===== src/rtl/ib_mul_sched.sv =====
// Round-robin scheduler that shares one 4-cycle 8x8 multiplier between N_REQ requesters.
// Operands are latched on grant and held until the multiplier returns its product.
`timescale 1ns/1ps
module ib_mul_sched #(
    parameter int N_REQ = 4,
    parameter int ID_W  = 2
) (
    input  logic                 i_clk,
    input  logic                 i_nrst,
    input  logic [N_REQ-1:0]     i_req_valid,
    output logic [N_REQ-1:0]     o_req_ready,
    input  logic [8*N_REQ-1:0]   i_req_a,
    input  logic [8*N_REQ-1:0]   i_req_b,
    output logic                 o_mul_start,
    output logic [7:0]           o_mul_a,
    output logic [7:0]           o_mul_b,
    input  logic [15:0]          i_mul_c,
    input  logic                 i_mul_done,
    output logic                 o_res_valid,
    input  logic                 i_res_ready,
    output logic [15:0]          o_res_c,
    output logic [ID_W-1:0]      o_res_id,
    output logic                 o_err
);

    typedef enum logic [1:0] {S_IDLE, S_START, S_WAIT} state_t;

    state_t          state_q, state_d;
    logic [ID_W-1:0] rr_q, rr_d;
    logic [ID_W-1:0] gid_q, gid_d;
    logic [ID_W-1:0] res_id_q, res_id_d;
    logic [7:0]      mul_a_q, mul_a_d;
    logic [7:0]      mul_b_q, mul_b_d;
    logic [15:0]     res_c_q, res_c_d;
    logic            res_valid_q, res_valid_d;
    logic            err_q, err_d;
    logic [2:0]      wd_q, wd_d;

    logic [7:0]      req_a_arr [N_REQ];
    logic [7:0]      req_b_arr [N_REQ];
    logic [ID_W-1:0] win_id;
    logic            win_found;
    logic [ID_W:0]   cand;
    logic            slot_free;

    generate
        for (genvar gi = 0; gi < N_REQ; gi++) begin : g_unpack
            assign req_a_arr[gi] = i_req_a[8*gi +: 8];
            assign req_b_arr[gi] = i_req_b[8*gi +: 8];
        end
    endgenerate

    // Scan from the slot after the last winner so the previous winner is checked last.
    always_comb begin
        win_id    = '0;
        win_found = 1'b0;
        cand      = '0;
        for (int i = 1; i <= N_REQ; i++) begin
            cand = {1'b0, rr_q} + (ID_W+1)'(i);
            if (cand >= (ID_W+1)'(N_REQ)) begin
                cand = cand - (ID_W+1)'(N_REQ);
            end
            if (!win_found && i_req_valid[cand[ID_W-1:0]]) begin
                win_found = 1'b1;
                win_id    = cand[ID_W-1:0];
            end
        end
    end

    assign slot_free = !res_valid_q || i_res_ready;

    always_comb begin
        state_d     = state_q;
        rr_d        = rr_q;
        gid_d       = gid_q;
        mul_a_d     = mul_a_q;
        mul_b_d     = mul_b_q;
        res_c_d     = res_c_q;
        res_id_d    = res_id_q;
        res_valid_d = res_valid_q;
        err_d       = err_q;
        wd_d        = wd_q;
        o_req_ready = '0;

        if (res_valid_q && i_res_ready) begin
            res_valid_d = 1'b0;
        end
        if (i_mul_done && state_q != S_WAIT) begin
            err_d = 1'b1;
        end

        case (state_q)
            S_IDLE: begin
                if (win_found && slot_free) begin
                    o_req_ready[win_id] = 1'b1;
                    mul_a_d = req_a_arr[win_id];
                    mul_b_d = req_b_arr[win_id];
                    gid_d   = win_id;
                    rr_d    = win_id;
                    state_d = S_START;
                end
            end
            S_START: begin
                wd_d    = '0;
                state_d = S_WAIT;
            end
            S_WAIT: begin
                if (i_mul_done) begin
                    res_c_d     = i_mul_c;
                    res_id_d    = gid_q;
                    res_valid_d = 1'b1;
                    state_d     = S_IDLE;
                end else if (wd_q == 3'd7) begin
                    // Eighth silent WAIT cycle: abandon the operation.
                    err_d   = 1'b1;
                    state_d = S_IDLE;
                end else begin
                    wd_d = wd_q + 3'd1;
                end
            end
            default: state_d = S_IDLE;
        endcase
    end

    always_ff @(posedge i_clk or negedge i_nrst) begin
        if (!i_nrst) begin
            state_q     <= S_IDLE;
            rr_q        <= ID_W'(N_REQ - 1);
            gid_q       <= '0;
            mul_a_q     <= '0;
            mul_b_q     <= '0;
            res_c_q     <= '0;
            res_id_q    <= '0;
            res_valid_q <= 1'b0;
            err_q       <= 1'b0;
            wd_q        <= '0;
        end else begin
            state_q     <= state_d;
            rr_q        <= rr_d;
            gid_q       <= gid_d;
            mul_a_q     <= mul_a_d;
            mul_b_q     <= mul_b_d;
            res_c_q     <= res_c_d;
            res_id_q    <= res_id_d;
            res_valid_q <= res_valid_d;
            err_q       <= err_d;
            wd_q        <= wd_d;
        end
    end

    assign o_mul_start = (state_q == S_START);
    assign o_mul_a     = mul_a_q;
    assign o_mul_b     = mul_b_q;
    assign o_res_valid = res_valid_q;
    assign o_res_c     = res_c_q;
    assign o_res_id    = res_id_q;
    assign o_err       = err_q;

endmodule


===== config.mk =====
export PLATFORM = sky130hd
export DESIGN_NAME = ib_mul_sched
export DESIGN_NICKNAME = d
export VERILOG_FILES = /design/src/rtl/ib_mul_sched.sv
export SDC_FILE = /design/constraint.sdc
export NUM_CORES = 1
export LEC_CHECK = 0
export ABC_AREA = 1
export BUFFER_PORTS_ARGS = -buffer_cell sky130_fd_sc_hd__buf_2
export CORE_ASPECT_RATIO = 1.4
export CORE_MARGIN = 3
export CORE_UTILIZATION = 40
export CTS_BUF_LIST = sky130_fd_sc_hd__clkbuf_8
export DETAILED_ROUTE_END_ITERATION = 7
export PLACE_DENSITY = 0.79
export REMOVE_ABC_BUFFERS = 1
export SYNTH_ARGS = -nofsm -noshare
export SYNTH_HDL_FRONTEND = slang
export SYNTH_SLANG_ARGS = --single-unit

===== constraint.sdc =====
create_clock -name i_clk -period 5.4 [get_ports i_clk]
set_input_delay 0.81 -clock i_clk [delete_from_list [all_inputs] [get_ports i_clk]]
set_output_delay 0.81 -clock i_clk [all_outputs]
set_load 0.005 [all_outputs]

==> results.cfg, run 1 <==
[synth]
ys.warnings.count = 0
avgSynthCellArea_um2 = 6.65
synth_top_area_cell = dfrtp_1
synth_top_area_share_pct = 37.6
netlist_area_um2 = 2860
ys_ff_latch = 45
syn-instance-count = 431
netlist_top_cells_area = dfrtp_1 (38%), nand2_1 (23%), nand3_1 (11%)
synth.yosys.seq_area_share_pct = 39.4
synth_cell_types = 29

[routing]
routed_via_density = 4.71
num_vias = 3041
routed_wl_um = 7370
ant_nets = 0
wl_per_cell_um = 11.4
drt_iter0_markers = 102
drc_errors = 0
drtPass1Iterations = 4

[global_route]
grt_max_degree = 46
grt_pass1_wl_um = 12600
grt_overflow_total = 0
grt_antenna_before_repair = 0
groute.usage.overall_pct = 18.4
grt_pass1_vias = 3065

[worst_setup_path]
criticalPathCategory = reg2out
crit_required_ns = 4.59
r2r_cells = 14
reg2reg_slack_ns = 2.83
path_buf_inv = 4
crit_fanout = 40
critical_path.slowest_cell = dfstp_2
critPathMaxStageDelay_ns = 0.65
critPathTopFamily = simple AND/OR/NAND/NOR gates
cp_common_cell = nand2_1
rr_endpoint = o_mul_a[5]$_DFFE_PN0P_
crit_arrival_ns = 2.76
cp-end-kind = output pin
reg2reg_from = rr_q[0]$_DFFE_PN1P_
crit_chain = inv_4, nand2_1, nand2_1, nand2_1, nand2_2, nor2_2, nand3_2, nand3_1, buf_4, inv_2, nor2_1, buf_2
cp-start-kind = register

[hold_path]
hold_path_class = reg2reg
hold_end = o_res_c[11]$_DFFE_PN0P_
min-delay-start = o_res_c[11]$_DFFE_PN0P_
min_path_cells = 2

[die]
core_area_um2 = 6740
die_h_um = 106
start_util_pct = 42.5
die-area_um2 = 8230
io_pins = 129
die_x_um = 77.5
row_count = 35

[placed_design]
placed_cells = 637
hpwl_um = 5860
io_buffers = 128
place_congestion = 0.870
dpl_worst_slack_ns = 1.95

[layout]
drive_above_1_share_pct = 28.9
area_delta_synth_final_pct = 28.1
finalNetCount = 645
nFillCells = 702
stdcell_count = 645
antenna_cells = 0

[timing]
rsz0062_at_grt = no
setup_viol = 0
period_share_pct = 66.1
finalCriticalPeriod_ns = 3.57
max_freq_ghz = 0.280
layout_setup_ws_ns = 1.83
skew_ns = 0.00942
tightest_slew_ns = 0.961
relSlewSlack_pct = 35.9
tns_ns = 0
slew_viol_final = 0
final-hold-violation-count = 0

[clock_tree]
clock_sinks = 45
cts-root-buf = clkbuf_8
hold_buffers = 0
clock_latency_ns = 0.29
cts_max_path_buffers = 2
path_clk_slew_ns = 0.08
h-tree-depth = 2
post_cts.repair.setup_buffers = 0
cts_tree = done
cts_resized = 0
cts-buffers-inserted = 5

[run_status]
status = finished, final reports clean

[pwr]
netSwitchingFraction_pct = 49.1
ir_worst_vdd_mv = 0.619
comb_power_share_pct = 62.8
seqPwrFrac_pct = 25.1
power_switching_mw = 1.18
pwr-share-clk_pct = 12.1
p_int_mw = 1.22
p_leak_nw = 2.31
power.density_nw_per_um2 = 656

[run]
drv_cap = 0
## final cells by class
cell class	count	area, um2	area share, %
Inverter	79	302	8.22
Multi-Input combinational cell	291	1330	36.4
Timing Repair Buffer	130	656	17.9
Tap cell	92	115	3.14
Clock inverter	3	65.1	1.77
Sequential cell	45	1130	30.8
Clock buffer	5	68.8	1.88
## logic make-up (layout without fill, tap and decap cells)
kind of cell	count (synthesis)	in the layout	share of synthesized area, %
flip-flops	45	45	39.4
adder cells (fa/ha/maj)	5	5	2.18
AO/OA/AOI/OAI	17	17	3.32
buffers and inverters	95	217	14.0
AND/OR/NAND/NOR	269	269	41.1
## worst register-to-register path, delay by kind of cell, from the launching register on
| family | cells | cell delay, ns |
|---|---|---|
| flops | 1 | 0.65 |
| buf+inv | 2 | 0.45 |
| simple gates | 12 | 1.36 |
## power groups by stage
| stage | combinational, mW | sequential [mW] | clock (mW) |
|---|---|---|---|
| 6_report | 1.51 | 0.604 | 0.291 |
| 5_1_grt | 1.75 | 0.625 | 0.315 |
| 4_1_cts | 1.53 | 0.604 | 0.299 |
| 3_5_place_dp | 1.53 | 0.608 | 0 |
| 3_3_place_gp | 1.47 | 0.601 | 0 |
| 2_1_floorplan | 1.06 | 0.604 | 0 |
## cell usage in the layout, fill, tap and decap left out, types with 4 or more instances in the layout
cell	netlist	final
a21oi_1	5	5
dfrtp_1	43	43
buf_2	8	128
nand2_2	4	4
o21ai_0	8	8
clkbuf_8	0	5
ha_1	5	5
inv_1	72	72
nand3_1	65	65
nand2_1	178	178
nor2_1	6	6
or2_1	6	6
inv_2	4	4
## cells in the mapped netlist, drive strengths merged
| cell type | instances |
|---|---|
| nand4 | 1 |
| o21bai | 1 |
| clkinv | 1 |
| or2 | 7 |
| o21ai | 10 |
| clkbuf | 3 |
| dfstp | 2 |
| ha | 5 |
| dfrtp | 43 |
| nand3 | 66 |
| nor3 | 2 |
| nor2 | 10 |
| buf | 13 |
| a21oi | 6 |
| nand2 | 183 |
| inv | 78 |
## how the worst max path moves through the flow
stage	start	to	slack (ns)	depth (start not counted)
after floorplan	i_req_valid[3]	o_req_ready[2]	2.04	9
after global placement	i_req_valid[3]	o_req_ready[2]	2.06	12
after detailed placement	i_req_valid[3]	o_req_ready[2]	1.95	12
after CTS	rr_q[0]$_DFFE_PN1P_	o_req_ready[2]	1.81	12
after global routing	rr_q[0]$_DFFE_PN1P_	o_req_ready[2]	1.56	12
final	rr_q[0]$_DFFE_PN1P_	o_req_ready[2]	1.83	12
## per-stage QoR
step	power, mW	cell area [um2]	hold WS (ns)	utilization, %
finish	2.41	3670	0.478	54.4
global route	2.69	3670	0.505	54.4
CTS	2.43	3670	0.482	54.4
detailed placement	2.14	3530	0.461	52.4
global placement	2.07	3530	0.459	52.4
floorplan	1.66	2760	0.457	-
## registers in the layout, indices dropped and copies added, names as in the netlist
signal / count
o_res_c: 16
o_mul_a: 8
o_mul_b: 8
wd_q: 3
gid_q: 2
o_res_id: 2
rr_q: 2
state_q: 2
o_err: 1
o_res_valid: 1
## routing by layer
metal / up-vias / global-route usage (%) / wire length [um] / share of wire (%)
met4: 0 / 6.36 / 74 / 1.0
met2: 105 / 35.2 / 3970 / 54
met1: 1392 / 19.8 / 2900 / 39
li1: 1536 / - / - / -
met3: 8 / 3.56 / 416 / 5.6
met5: - / 0 / 0 / 0
No activity file was read; power rests on OpenSTA's default activity.
==> run 2, diff against run 1 <==
==> constraint.sdc (replaced) <==
create_clock -name i_clk -period 3.7 [get_ports i_clk]
set_input_delay 0.555 -clock i_clk [delete_from_list [all_inputs] [get_ports i_clk]]
set_output_delay 0.555 -clock i_clk [all_outputs]
set_load 0.005 [all_outputs]
==> run 2 against run 1 <==
  * Sequential share of layout area is 0.12 points higher
  * Global-route usage is 0.17 points higher
  * Sequential cell count is the same
  * Clock power increased by 31%
  * Register-to-register slack got worse by 1.8 ns
  * Sequential power grew 44%
  * Routed wire length grew 1.2%
  * Largest cell class unchanged
==> results.cfg, run 2 (synthesized netlist as in run 1, its figures left out) <==
[die]
die_h_um = 106
io_pins = 129
die_x_um = 77.5
start_util_pct = 42.5
core_area_um2 = 6740
row_count = 35
die-area_um2 = 8230

[global_route]
grt_pass1_vias = 2983
grt_overflow_total = 0
grt_pass1_wl_um = 12900
grt_max_degree = 46
groute.usage.overall_pct = 18.6
grt_antenna_before_repair = 0

[routing]
num_vias = 3081
wl_per_cell_um = 11.6
ant_nets = 0
routed_wl_um = 7460
drt_iter0_markers = 119
routed_via_density = 4.78
drc_errors = 0
drtPass1Iterations = 4

[timing]
setup_viol = 0
skew_ns = 0.00638
relSlewSlack_pct = 34.4
tightest_slew_ns = 0.984
period_share_pct = 88.3
rsz0062_at_grt = no
hold_ws_ns = 0.422
final-hold-violation-count = 0
max_freq_ghz = 0.306
tns_ns = 0
slew_viol_final = 0
finalCriticalPeriod_ns = 3.27

[layout]
largest_reg_flops = 16
seqCellArea_um2 = 1130
area_delta_synth_final_pct = 27.6
stdcell_count = 645
drive_above_1_share_pct = 28.9
antenna_cells = 0
multiInputGateArea_um2 = 1330
layout_commonest_cell = nand2_1
layout_common_cells = nand2_1 (178), buf_2 (128), inv_1 (72)
finalNetCount = 645
nFillCells = 680
utilization_pct = 54.2

[clock_tree]
cts_tree = done
clock_sinks = 45
cts_resized = 0
cts_max_path_buffers = 2
cts-buffers-inserted = 5
cts-root-buf = clkbuf_8
hold_buffers = 0
path_clk_slew_ns = 0.08
h-tree-depth = 2
post_cts.repair.setup_buffers = 0
clock_latency_ns = 0.29

[placed_design]
place_congestion = 0.895
io_buffers = 128
placed_cells = 637
hpwl_um = 5850

[worst_setup_path]
crit_arrival_ns = 2.71
worstSetupStartpoint = rr_q[0]$_DFFE_PN1P_
reg2reg_from = rr_q[0]$_DFFE_PN1P_
reg2reg_slack_ns = 1.06
rr_endpoint = o_mul_a[3]$_DFFE_PN0P_
r2r_cells = 14
criticalPathCategory = reg2out
crit_fanout = 22
crit_required_ns = 3.14
cp-end-kind = output pin
cp-start-kind = register

[run]
drv_cap = 0

[hold_path]
hold_path_class = in2async

[run_status]
status = finished, final reports clean

[pwr]
power.density_nw_per_um2 = 954
p_total_mw = 3.49
p_leak_nw = 2.30
ir_worst_vdd_mv = 0.830
==> run 2: cell count changes in the layout (fill, tap and decap cells not counted), sizes merged <==
cell      before  now
clkinvlp       0    1
clkbuf         5    6
clkinv         2    1
bufinv         2    1
==> run 2: worst max path at each step <==
stage | endpoint | slack, ns | cells past startpoint
detailed placement | o_req_ready[1] | 0.81 | 14
global placement | o_req_ready[1] | 0.91 | 14
global route | o_req_ready[1] | 0.17 | 14
floorplan | o_req_ready[2] | 0.73 | 10
finish | o_req_ready[1] | 0.43 | 14
CTS | o_req_ready[1] | 0.48 | 14
==> run 2: through the flow <==
stage / cell area (um2) / worst slack, ns
4_1_cts: 3650 / 0.475
3_5_place_dp: 3530 / 0.812
2_1_floorplan: 2760 / 0.733
5_1_grt: 3650 / 0.172
6_report: 3650 / 0.435
3_3_place_gp: 3530 / 0.915
==> run 2: layout make-up <==
class	count	area share (%)
clock buffer	6	2.26
inverter	79	8.25
timing repair buffer	130	17.9
tap	92	3.15
multi-input combinational	291	36.5
clock inverter	2	1.03
sequential	45	30.9
==> run 2: layer usage <==
| layer | vias up | wire [um] | global-route usage [%] |
|---|---|---|---|
| met5 | - | 0 | 0 |
| met4 | 0 | 164 | 5.98 |
| met3 | 16 | 429 | 2.46 |
| met2 | 117 | 3920 | 34.5 |
| met1 | 1404 | 2950 | 21.8 |
| li1 | 1544 | - | - |
==> run 2: report_power, final <==
part / internal (mW) / switching (mW) / total [mW]
clock network: 0.220 / 0.163 / 0.382
registers: 0.737 / 0.132 / 0.870
logic: 0.781 / 1.45 / 2.24
total: 1.74 / 1.75 / 3.49
==> run 2: critical path: stages (launching register included) <==
cell and delay [ns]:
dfstp_2 0.65, inv_4 0.09, nand2_1 0.07, nand2_1 0.08
nand2_1 0.12, nand2_2 0.09, nor2_2 0.10, nand3_2 0.33
nand2_2 0.20, inv_4 0.06, nand2_8 0.15, inv_2 0.13
nand2_1 0.11, nor2_1 0.07, buf_2 0.15
